### config.mk
export PLATFORM = sky130hd
export DESIGN_NAME = inst_bus_if
export DESIGN_NICKNAME = d
export VERILOG_FILES = /design/src/rtl/inst_bus_if.sv
export SDC_FILE = /design/constraint.sdc
export NUM_CORES = 1
export LEC_CHECK = 0
export BUFFER_PORTS_ARGS = -buffer_cell sky130_fd_sc_hd__buf_2
export CAP_MARGIN = 20
export CORE_UTILIZATION = 30
export CTS_BUF_LIST = sky130_fd_sc_hd__clkbuf_8 sky130_fd_sc_hd__clkbuf_16
export CTS_CLUSTER_SIZE = 28
export DETAILED_ROUTE_END_ITERATION = 8
export PLACE_DENSITY = 0.55
export SKIP_CTS_REPAIR_TIMING = 1
export SYNTH_ARGS = -nofsm -noshare
export SYNTH_HDL_FRONTEND = slang
export SYNTH_SLANG_ARGS = --single-unit
### constraint.sdc
create_clock -name clk -period 2.3 [get_ports clk]
set_input_delay 0.345 -clock clk [delete_from_list [all_inputs] [get_ports clk]]
set_output_delay 0.345 -clock clk [all_outputs]
set_load 0.03 [all_outputs]
### src/rtl/inst_bus_if.sv
// Instruction-side Wishbone classic read master between the PC register and IF/ID.
// Handles pipeline stall and flush, and aborts a fetch that is never acknowledged.
module inst_bus_if #(
    parameter int unsigned TIMEOUT_CYCLES = 255,
    parameter logic [31:0] NOP_INST       = 32'h0000_0000
) (
    input  logic        clk,
    input  logic        rst,
    input  logic [5:0]  stall,
    input  logic        flush,
    input  logic        cpu_ce_i,
    input  logic [31:0] cpu_addr_i,
    output logic [31:0] cpu_data_o,
    output logic        stallreq_o,
    output logic        bus_err_o,
    output logic [31:0] wb_adr_o,
    input  logic [31:0] wb_dat_i,
    input  logic        wb_ack_i,
    output logic        wb_cyc_o,
    output logic        wb_stb_o,
    output logic        wb_we_o,
    output logic [3:0]  wb_sel_o
);

    typedef enum logic [1:0] {StIdle, StBusy, StWaitStall} state_e;

    localparam logic [7:0] TimerLast = 8'(TIMEOUT_CYCLES - 1);

    state_e      state_q;
    logic [31:0] adr_q;
    logic [31:0] rd_buf_q;
    logic        cyc_q;
    logic        err_q;
    logic [7:0]  timer_q;

    logic        ack_take;
    logic        timeout;

    // Flush outranks ack, and ack outranks the timeout in the same cycle.
    assign ack_take = (state_q == StBusy) && !flush && wb_ack_i;
    assign timeout  = (state_q == StBusy) && !flush && !wb_ack_i && (timer_q == TimerLast);

    always_comb begin
        stallreq_o = 1'b0;
        cpu_data_o = NOP_INST;
        if (!rst) begin
            case (state_q)
                StIdle:      stallreq_o = cpu_ce_i && !flush;
                StBusy: begin
                    if (ack_take) begin
                        cpu_data_o = wb_dat_i;
                    end else if (!flush && !timeout) begin
                        stallreq_o = 1'b1;
                    end
                end
                StWaitStall: cpu_data_o = rd_buf_q;
                default:     ;
            endcase
        end
    end

    always_ff @(posedge clk) begin
        if (rst) begin
            state_q  <= StIdle;
            adr_q    <= 32'h0;
            rd_buf_q <= 32'h0;
            cyc_q    <= 1'b0;
            err_q    <= 1'b0;
            timer_q  <= 8'h0;
        end else begin
            err_q <= 1'b0;
            case (state_q)
                StIdle: begin
                    if (cpu_ce_i && !flush) begin
                        adr_q   <= cpu_addr_i;
                        cyc_q   <= 1'b1;
                        timer_q <= 8'h0;
                        state_q <= StBusy;
                    end
                end
                StBusy: begin
                    if (flush) begin
                        cyc_q    <= 1'b0;
                        adr_q    <= 32'h0;
                        rd_buf_q <= 32'h0;
                        state_q  <= StIdle;
                    end else if (wb_ack_i) begin
                        cyc_q <= 1'b0;
                        adr_q <= 32'h0;
                        if (stall != 6'b0) begin
                            rd_buf_q <= wb_dat_i;
                            state_q  <= StWaitStall;
                        end else begin
                            state_q <= StIdle;
                        end
                    end else if (timer_q == TimerLast) begin
                        cyc_q   <= 1'b0;
                        err_q   <= 1'b1;
                        state_q <= StIdle;
                    end else begin
                        timer_q <= timer_q + 8'd1;
                    end
                end
                StWaitStall: begin
                    if (flush) begin
                        rd_buf_q <= 32'h0;
                        state_q  <= StIdle;
                    end else if (stall == 6'b0) begin
                        state_q <= StIdle;
                    end
                end
                default: state_q <= StIdle;
            endcase
        end
    end

    assign wb_adr_o  = adr_q;
    assign wb_cyc_o  = cyc_q;
    assign wb_stb_o  = cyc_q;
    assign bus_err_o = err_q;
    assign wb_we_o   = 1'b0;
    assign wb_sel_o  = 4'b1111;

endmodule

==> results by group, run 1 <==
Power and ir drop
  • Leak: approximately 2.2 nW
  • Clock share of power: 0.374
  • Cell Pwr Density: 809 nW/um2
  • Worst-case vdd ir drop: roughly 0.38 mV
  • Int Power: ~2.6 mW
  • Sw frac: 0.321
  • Seq pwr share: 0.380
  • Psw: 1.25 mW
  • Comb pwr share: 0.246

Run status
  • Failing checks: design-rule violations
  • Status: finished, violations left

Timing
  • Slew at the pin closest to its max-slew limit: between 600 and 700 ps
  • Slew Limit Fails: 0
  • Final WS setup: around 79 ps
  • Final Setup Violations: 0
  • Layout Skew: 2.98 ps
  • RSZ-0062 raised after global routing: true
  • Fmax: 450 MHz
  • Relative slew slack: 0.575
  • Final min period: 2220 ps
  • Final period util: 0.966
  • Final Hold Viols: 0
  • Worst Hold Slack: ~240 ps

Worst setup path
  • Critical path data required time: between 1500 and 2000 ps
  • Crit path capture type: primary output
  • CP startpoint kind: flip-flop
  • Crit path kind: flip-flop to primary output
  • CP arrival: roughly 1900 ps
  • Worst Path Max Fanout: 17

Floorplanning
  • Chip width: ~110 um
  • Die Area: approximately 12000 um2
  • Chip height: 112 um
  • # IOs: 148
  • Initial Utilization: 0.313
  • Core Box Area: ~12000 um2
  • Rows: 39

Drt
  • Wire length on met3: a little over 800 um
  • Drt pass-1 iters: 7
  • Wl on met1: between 4000 and 5000 um
  • Met2 wire len: between 4000 and 5000 um
  • Drt total wl: ~10000 um
  • Drt drc: 15
  • DRT iter0 DRCs: between 200 and 300
  • WL/cell: 14.4 um
  • DR vias: around 3.6k
  • Drt via density: around 5
  • Top routing layer in use: met4
  • Remaining antenna violation count: 0

Clock tree
  • CTS tree: built
  • Root Driver: clkbuf_16
  • Reg clk slew, reported paths: ~60 ps
  • Latest clock arrival within the worst-skew pair: 340 ps
  • H-Tree Level Count: 3
  • Clk sinks: 76
  • Max clock buf depth: 2
  • Total CTS buffers: 9

Placement
  • Pre-CTS setup slack: between 200 and 300 ps
  • Placed Area: between 4000 and 5000 um2
  • Gpl congestion: 0.761
  • Port bufs: ~140
  • Hpwl dp: 6870 um

Finish
  • Register area: roughly 1500 um2
  • Area grow syn2layout: 33.2%
  • Fraction of layout cells with a size suffix above 1: 0.317
  • Core Util, Final: 0.417
  • # diodes: 0
  • Area occupied by multi-input gates: 1920 um2
  • Cell area after layout: 4820 um2
  • Fillers: 1166
  • Layout Nets: 651

Global routing
  • Global-route wire length before repair: about 17000 um
  • Initial antenna violation count: 0
  • Pin count of the biggest net entering global routing: 42
  • Congestion Overflow GR: 0
  • Vias in the first global route: between 3k and 4k
  • GRT Util Overall: 0.165

Synth
  • Top cells by area, synth: dfxtp_1 42%, a22oi_1 9.6%, nand2_1 9.0%, mux2i_1 8.6%, nor2_1 5.6%
  • Synth warn: 0
  • Post-synthesis sequential area ratio: 0.421
  • Yosys reg bits: 76
  • Main synth FF type: dfxtp_1
  • Synthesized instance count: approximately 440
  • Adder-Cell Fraction of Synth Area: 0.0208
  • Most area-hungry cell type in the Yosys netlist: dfxtp_1
  • Area share of the largest cell type after synthesis: 0.421
  • Netlist cell types: 46
  • Simple-gate portion of the synthesized area: 0.230
  • Synth Cell Area: ~3600 um2
  • Synth Area per Inst: 8.16 um2
  • Fraction of the mapped netlist area in compound gates: 0.180
  • Main combinational cell family by area after synthesis: simple AND/OR/NAND/NOR gates
  • Post-synth EDFFs: 0
  • Ys async rst share: 0
  • Mux contribution to synthesized area: 0.0858
  • Synth Area in XOR/XNOR: 0

Job
  • Max-cap violations: 0

Hold path
  • HP Class: input port to flip-flop
## worst max-delay path: stages, from the launching register on
cell	delay, ps
dfxtp_2	330
inv_1	130
ha_4	200
and3_2	270
clkbuf_16	200
a22oi_1	70
nor2_1	100
buf_2	210
## metal layers
metal  GRT usage  vias to the layer above
li1            -                     1782
met1       0.214                     1664
met2       0.265                      150
met3      0.0452                       10
met4      0.0550                        0
met5           0                        -
## registers in the layout, summed over array words and instances, names as in the netlist
signal / count
bus_err_o: 1
wb_cyc_o: 1
timer_q: 8
wb_adr_o: 32
state_q: 2
rd_buf_q: 32
## cell usage in the layout (no fill, tap or decap), types with 2 or more instances in the layout
| master | synthesis | final |
|---|---|---|
| clkinvlp_4 | 0 | 2 |
| clkinv_4 | 0 | 2 |
| inv_1 | 5 | 5 |
| mux2i_1 | 31 | 31 |
| and3_1 | 4 | 3 |
| a21boi_0 | 2 | 2 |
| nand2b_1 | 4 | 4 |
| nor2b_1 | 2 | 2 |
| nand3_1 | 22 | 22 |
| nor3_1 | 3 | 2 |
| a31oi_1 | 4 | 4 |
| o21ai_0 | 4 | 4 |
| nand2_1 | 87 | 87 |
| clkbuf_16 | 0 | 10 |
| nand4_1 | 2 | 2 |
| a22oi_1 | 46 | 46 |
| conb_1 | 2 | 5 |
| a21oi_1 | 24 | 24 |
| nor2_1 | 54 | 54 |
| buf_4 | 10 | 6 |
| buf_12 | 0 | 4 |
| buf_2 | 5 | 141 |
| nor3b_2 | 1 | 2 |
| dfxtp_1 | 76 | 75 |
| ha_1 | 6 | 5 |
| o21a_1 | 3 | 3 |
## kinds of logic after synthesis
group / Yosys count
adder cells (fa/ha/maj): 6
AO/OA/AOI/OAI: 94
flip-flops: 76
other: 2
AND/OR/NAND/NOR: 188
buffers and inverters: 46
multiplexers: 31
## final timing paths
check | depth (start not counted) | from | to | slack [ps]
worst max-delay path | 7 | state_q[1]$_SDFFE_PP0P_ | cpu_data_o[4] | 80
worst min-delay path | 3 | cpu_addr_i[17] | wb_adr_o[17]$_SDFFE_PP0P_ | 240
worst max register to register | 6 | state_q[1]$_SDFFE_PP0P_ | timer_q[2]$_SDFFE_PP0P_ | 420
worst min register to register | 2 | wb_adr_o[28]$_SDFFE_PP0P_ | wb_adr_o[28]$_SDFFE_PP0P_ | 450
## final cells by class
class | instances | area share
Clock buffer | 10 | 0.0496
Clock inverter | 6 | 0.0148
Inverter | 6 | 0.00468
Multi-Input combinational cell | 324 | 0.398
Sequential cell | 76 | 0.316
Tap cell | 143 | 0.0371
Timing Repair Buffer | 153 | 0.179
## through the flow
step	TNS, ps	total power [mW]	std cells
floorplan	0	2.16	446
global placement	0	2.44	701
detailed placement	0	2.45	701
CTS	-867	3.93	717
global route	-62.7	4.09	718
finish	0	3.90	718
## power by group through the flow
| stage | clock (mW) | sequential [mW] | combinational [mW] |
|---|---|---|---|
| after detailed placement | 0 | 1.51 | 0.944 |
| after floorplan | 0 | 1.62 | 0.544 |
| after CTS | 1.51 | 1.48 | 0.945 |
| final | 1.46 | 1.48 | 0.958 |
| after global routing | 1.56 | 1.49 | 1.04 |
| after global placement | 0 | 1.50 | 0.937 |
## cells in the mapped netlist, types with 2 or more instances
cell,number
buf_4,10
nor2_1,54
o21ai_0,4
a21oi_1,24
dfxtp_1,76
conb_1,2
nand3_1,22
mux2i_1,31
o21a_1,3
ha_1,6
inv_1,5
clkbuf_1,20
nor3_1,3
a21boi_0,2
a22oi_1,46
nand4_1,2
nand2b_1,4
buf_1,4
and3_1,4
nor2b_1,2
a31oi_1,4
nand2_1,87
buf_2,5
No activity file was read; power rests on OpenSTA's default activity.
==> run 2: changes to the inputs <==
- CORE_ASPECT_RATIO: default -> 1.4
==> results by group, run 2 (synthesis gave the netlist of run 1 again) <==
Run status
  • Status: finished, final reports clean

Drt
  • Drt drc: 0 (-15)
  • Drt via density: 4.97 (-1.1%)
  • Drt pass-1 iters: 4 (-3)
  • DR vias: 3601 (-0.14%)
  • Remaining antenna violation count: 0 (unchanged)
  • Drt total wl: 10100 um (-2.2%)
  • DRT iter0 DRCs: 111 (-56%)
  • WL/cell: 14.0 um (-3.2%)

Finish
  • Cell area after layout: 4810 um2 (about the same)
  • Register area: 1520 um2 (about the same)
  • Commonest non-fill, non-tap cell in the layout: buf_2
  • Area occupied by multi-input gates: 1930 um2 (+0.65%)
  • Fraction of layout cells with a size suffix above 1: 0.318 (+0.00182)
  • Fillers: 1218 (+4.5%)
  • Core Util, Final: 0.409 (-0.00717)
  • Area grow syn2layout: 33.1% (about the same)
  • Layout Nets: 654 (+0.46%)
  • # diodes: 0 (unchanged)
  • Commonest non-fill, non-tap cells in the layout: 140 x buf_2, 87 x nand2_1, 76 x dfxtp_1
  • Fin cells: 725 (+0.97%)

Timing
  • Final Hold Viols: 0 (unchanged)
  • Layout Skew: 6.69 ps (+3.71 ps)
  • Fmax: 459 MHz (+1.9%)
  • Slew at the pin closest to its max-slew limit: 503 ps (-128 ps)
  • Final period util: 0.948 (-0.0176)
  • Relative slew slack: 0.665 (+0.0900)
  • Final min period: 2180 ps (-40.4 ps)
  • Final Setup Violations: 0 (unchanged)
  • Fin Setup TNS: 0 ps (unchanged)
  • Slew Limit Fails: 0 (unchanged)

Global routing
  • Vias in the first global route: 3416 (-0.44%)
  • Global-route wire length before repair: 15800 um (-4.4%)
  • Congestion Overflow GR: 0 (unchanged)
  • GRT Util Overall: 0.158 (-0.00753)
  • Initial antenna violation count: 0 (unchanged)
  • Pin count of the biggest net entering global routing: 38 (-9.5%)

Clock tree
  • Root Driver: clkbuf_16
  • Total CTS buffers: 9 (unchanged)
  • Max clock buf depth: 2 (unchanged)
  • H-Tree Level Count: 3 (unchanged)
  • Latest clock arrival within the worst-skew pair: 330 ps (about the same)
  • Reg clk slew, reported paths: 60 ps (about the same)
  • Clk sinks: 76 (unchanged)
  • CTS tree: built

Floorplanning
  • Die Area: 12500 um2 (about the same)
  • Chip height: 132 um (+18%)
  • Core Box Area: 11800 um2 (+1.7%)
  • # IOs: 148 (unchanged)
  • Chip width: 94.8 um (-15%)
  • Rows: 47 (+21%)
  • Initial Utilization: 0.307 (-0.00522)

Hold path
  • Min-Delay Endpoint: wb_adr_o[17]$_SDFFE_PP0P_
  • Hold depth: 3 (unchanged)
  • HP Class: input port to flip-flop
  • Hold Crit Start: cpu_addr_i[17]

Power and ir drop
  • Cell Pwr Density: 779 nW/um2 (-3.7%)
  • Pwr Total: 3.75 mW (-3.8%)
  • Leak: 2.20 nW (-0.19%)
  • Worst-case vdd ir drop: 0.404 mV (+7.2%)

Placement
  • Hpwl dp: 7040 um (+2.5%)
  • Total placed cells including tap cells: 708 (+1.0%)
  • Port bufs: 142 (unchanged)
  • Gpl congestion: 0.746 (-2.1%)
  • Placed Area: 4470 um2 (+0.34%)

Job
  • Max-cap violations: 0 (unchanged)

Worst setup path
  • Crit path capture type: primary output
  • CP startpoint kind: flip-flop
  • Worst r2r src: state_q[0]$_SDFFE_PP0P_
  • End of the worst register-to-register path: wb_adr_o[0]$_SDFFE_PP0P_
  • R2R setup slack: 350 ps (-70 ps)
  • CP arrival: 1840 ps (-40 ps)
  • Worst setup startpoint: state_q[1]$_SDFFE_PP0P_
  • Worst R2R Path Depth: 7 (+1)
  • Crit path kind: flip-flop to primary output
  • Worst Path Max Fanout: 17 (unchanged)
  • Critical path data required time: 1960 ps (about the same)
-- run 2: cell count changes in the layout (fill, tap and decap cells not counted), sizes merged --
cell / change
bufinv: -1
inv: +1
clkinvlp: +1
clkinv: -1
buf: +2
clkbuf: +1
-- run 2: final cells by class --
| class | count | share of cell area |
|---|---|---|
| multi-input combinational | 324 | 0.401 |
| sequential | 76 | 0.316 |
| timing repair buffer | 156 | 0.182 |
| clock buffer | 10 | 0.0496 |
| tap | 147 | 0.0382 |
| clock inverter | 6 | 0.00832 |
| inverter | 6 | 0.00468 |
-- run 2: worst max-delay path, cell delays in order (launching register included) --
cell and delay [ps]:
dfxtp_1 360, inv_1 110, ha_4 210, and3_4 200, buf_12 150, a22oi_1 220
nor2_1 70, buf_2 190
-- run 2: routing by layer --
layer / global-route usage / routed length [um] / up-vias
met1: 0.181 / 4420 / 1653
met5: 0 / 0 / -
met4: 0.0471 / 133 / 0
met2: 0.282 / 4880 / 138
li1: - / - / 1797
met3: 0.0404 / 707 / 13
-- run 2: through the flow --
step           setup WS (ps)  hold WS (ps)
6_report                 119           254
5_1_grt                -18.8           257
4_1_cts                 -100           241
3_5_place_dp             272           442
3_3_place_gp             359           435
2_1_floorplan            154           438
-- run 2: how the worst max path moves through the flow --
stage                           to  slack (ps)  depth (start not counted)
floorplan           cpu_data_o[30]         150                          7
global placement    cpu_data_o[12]         360                          7
detailed placement      stallreq_o         270                          7
CTS                     stallreq_o        -100                          7
global route        cpu_data_o[12]         -20                          6
finish              cpu_data_o[23]         120                          7
-- run 2: power by group --
group          internal [mW]  switching, mW
Clock                  0.758          0.555
Sequential              1.42         0.0573
Combinational          0.355          0.604
Total                   2.54           1.22
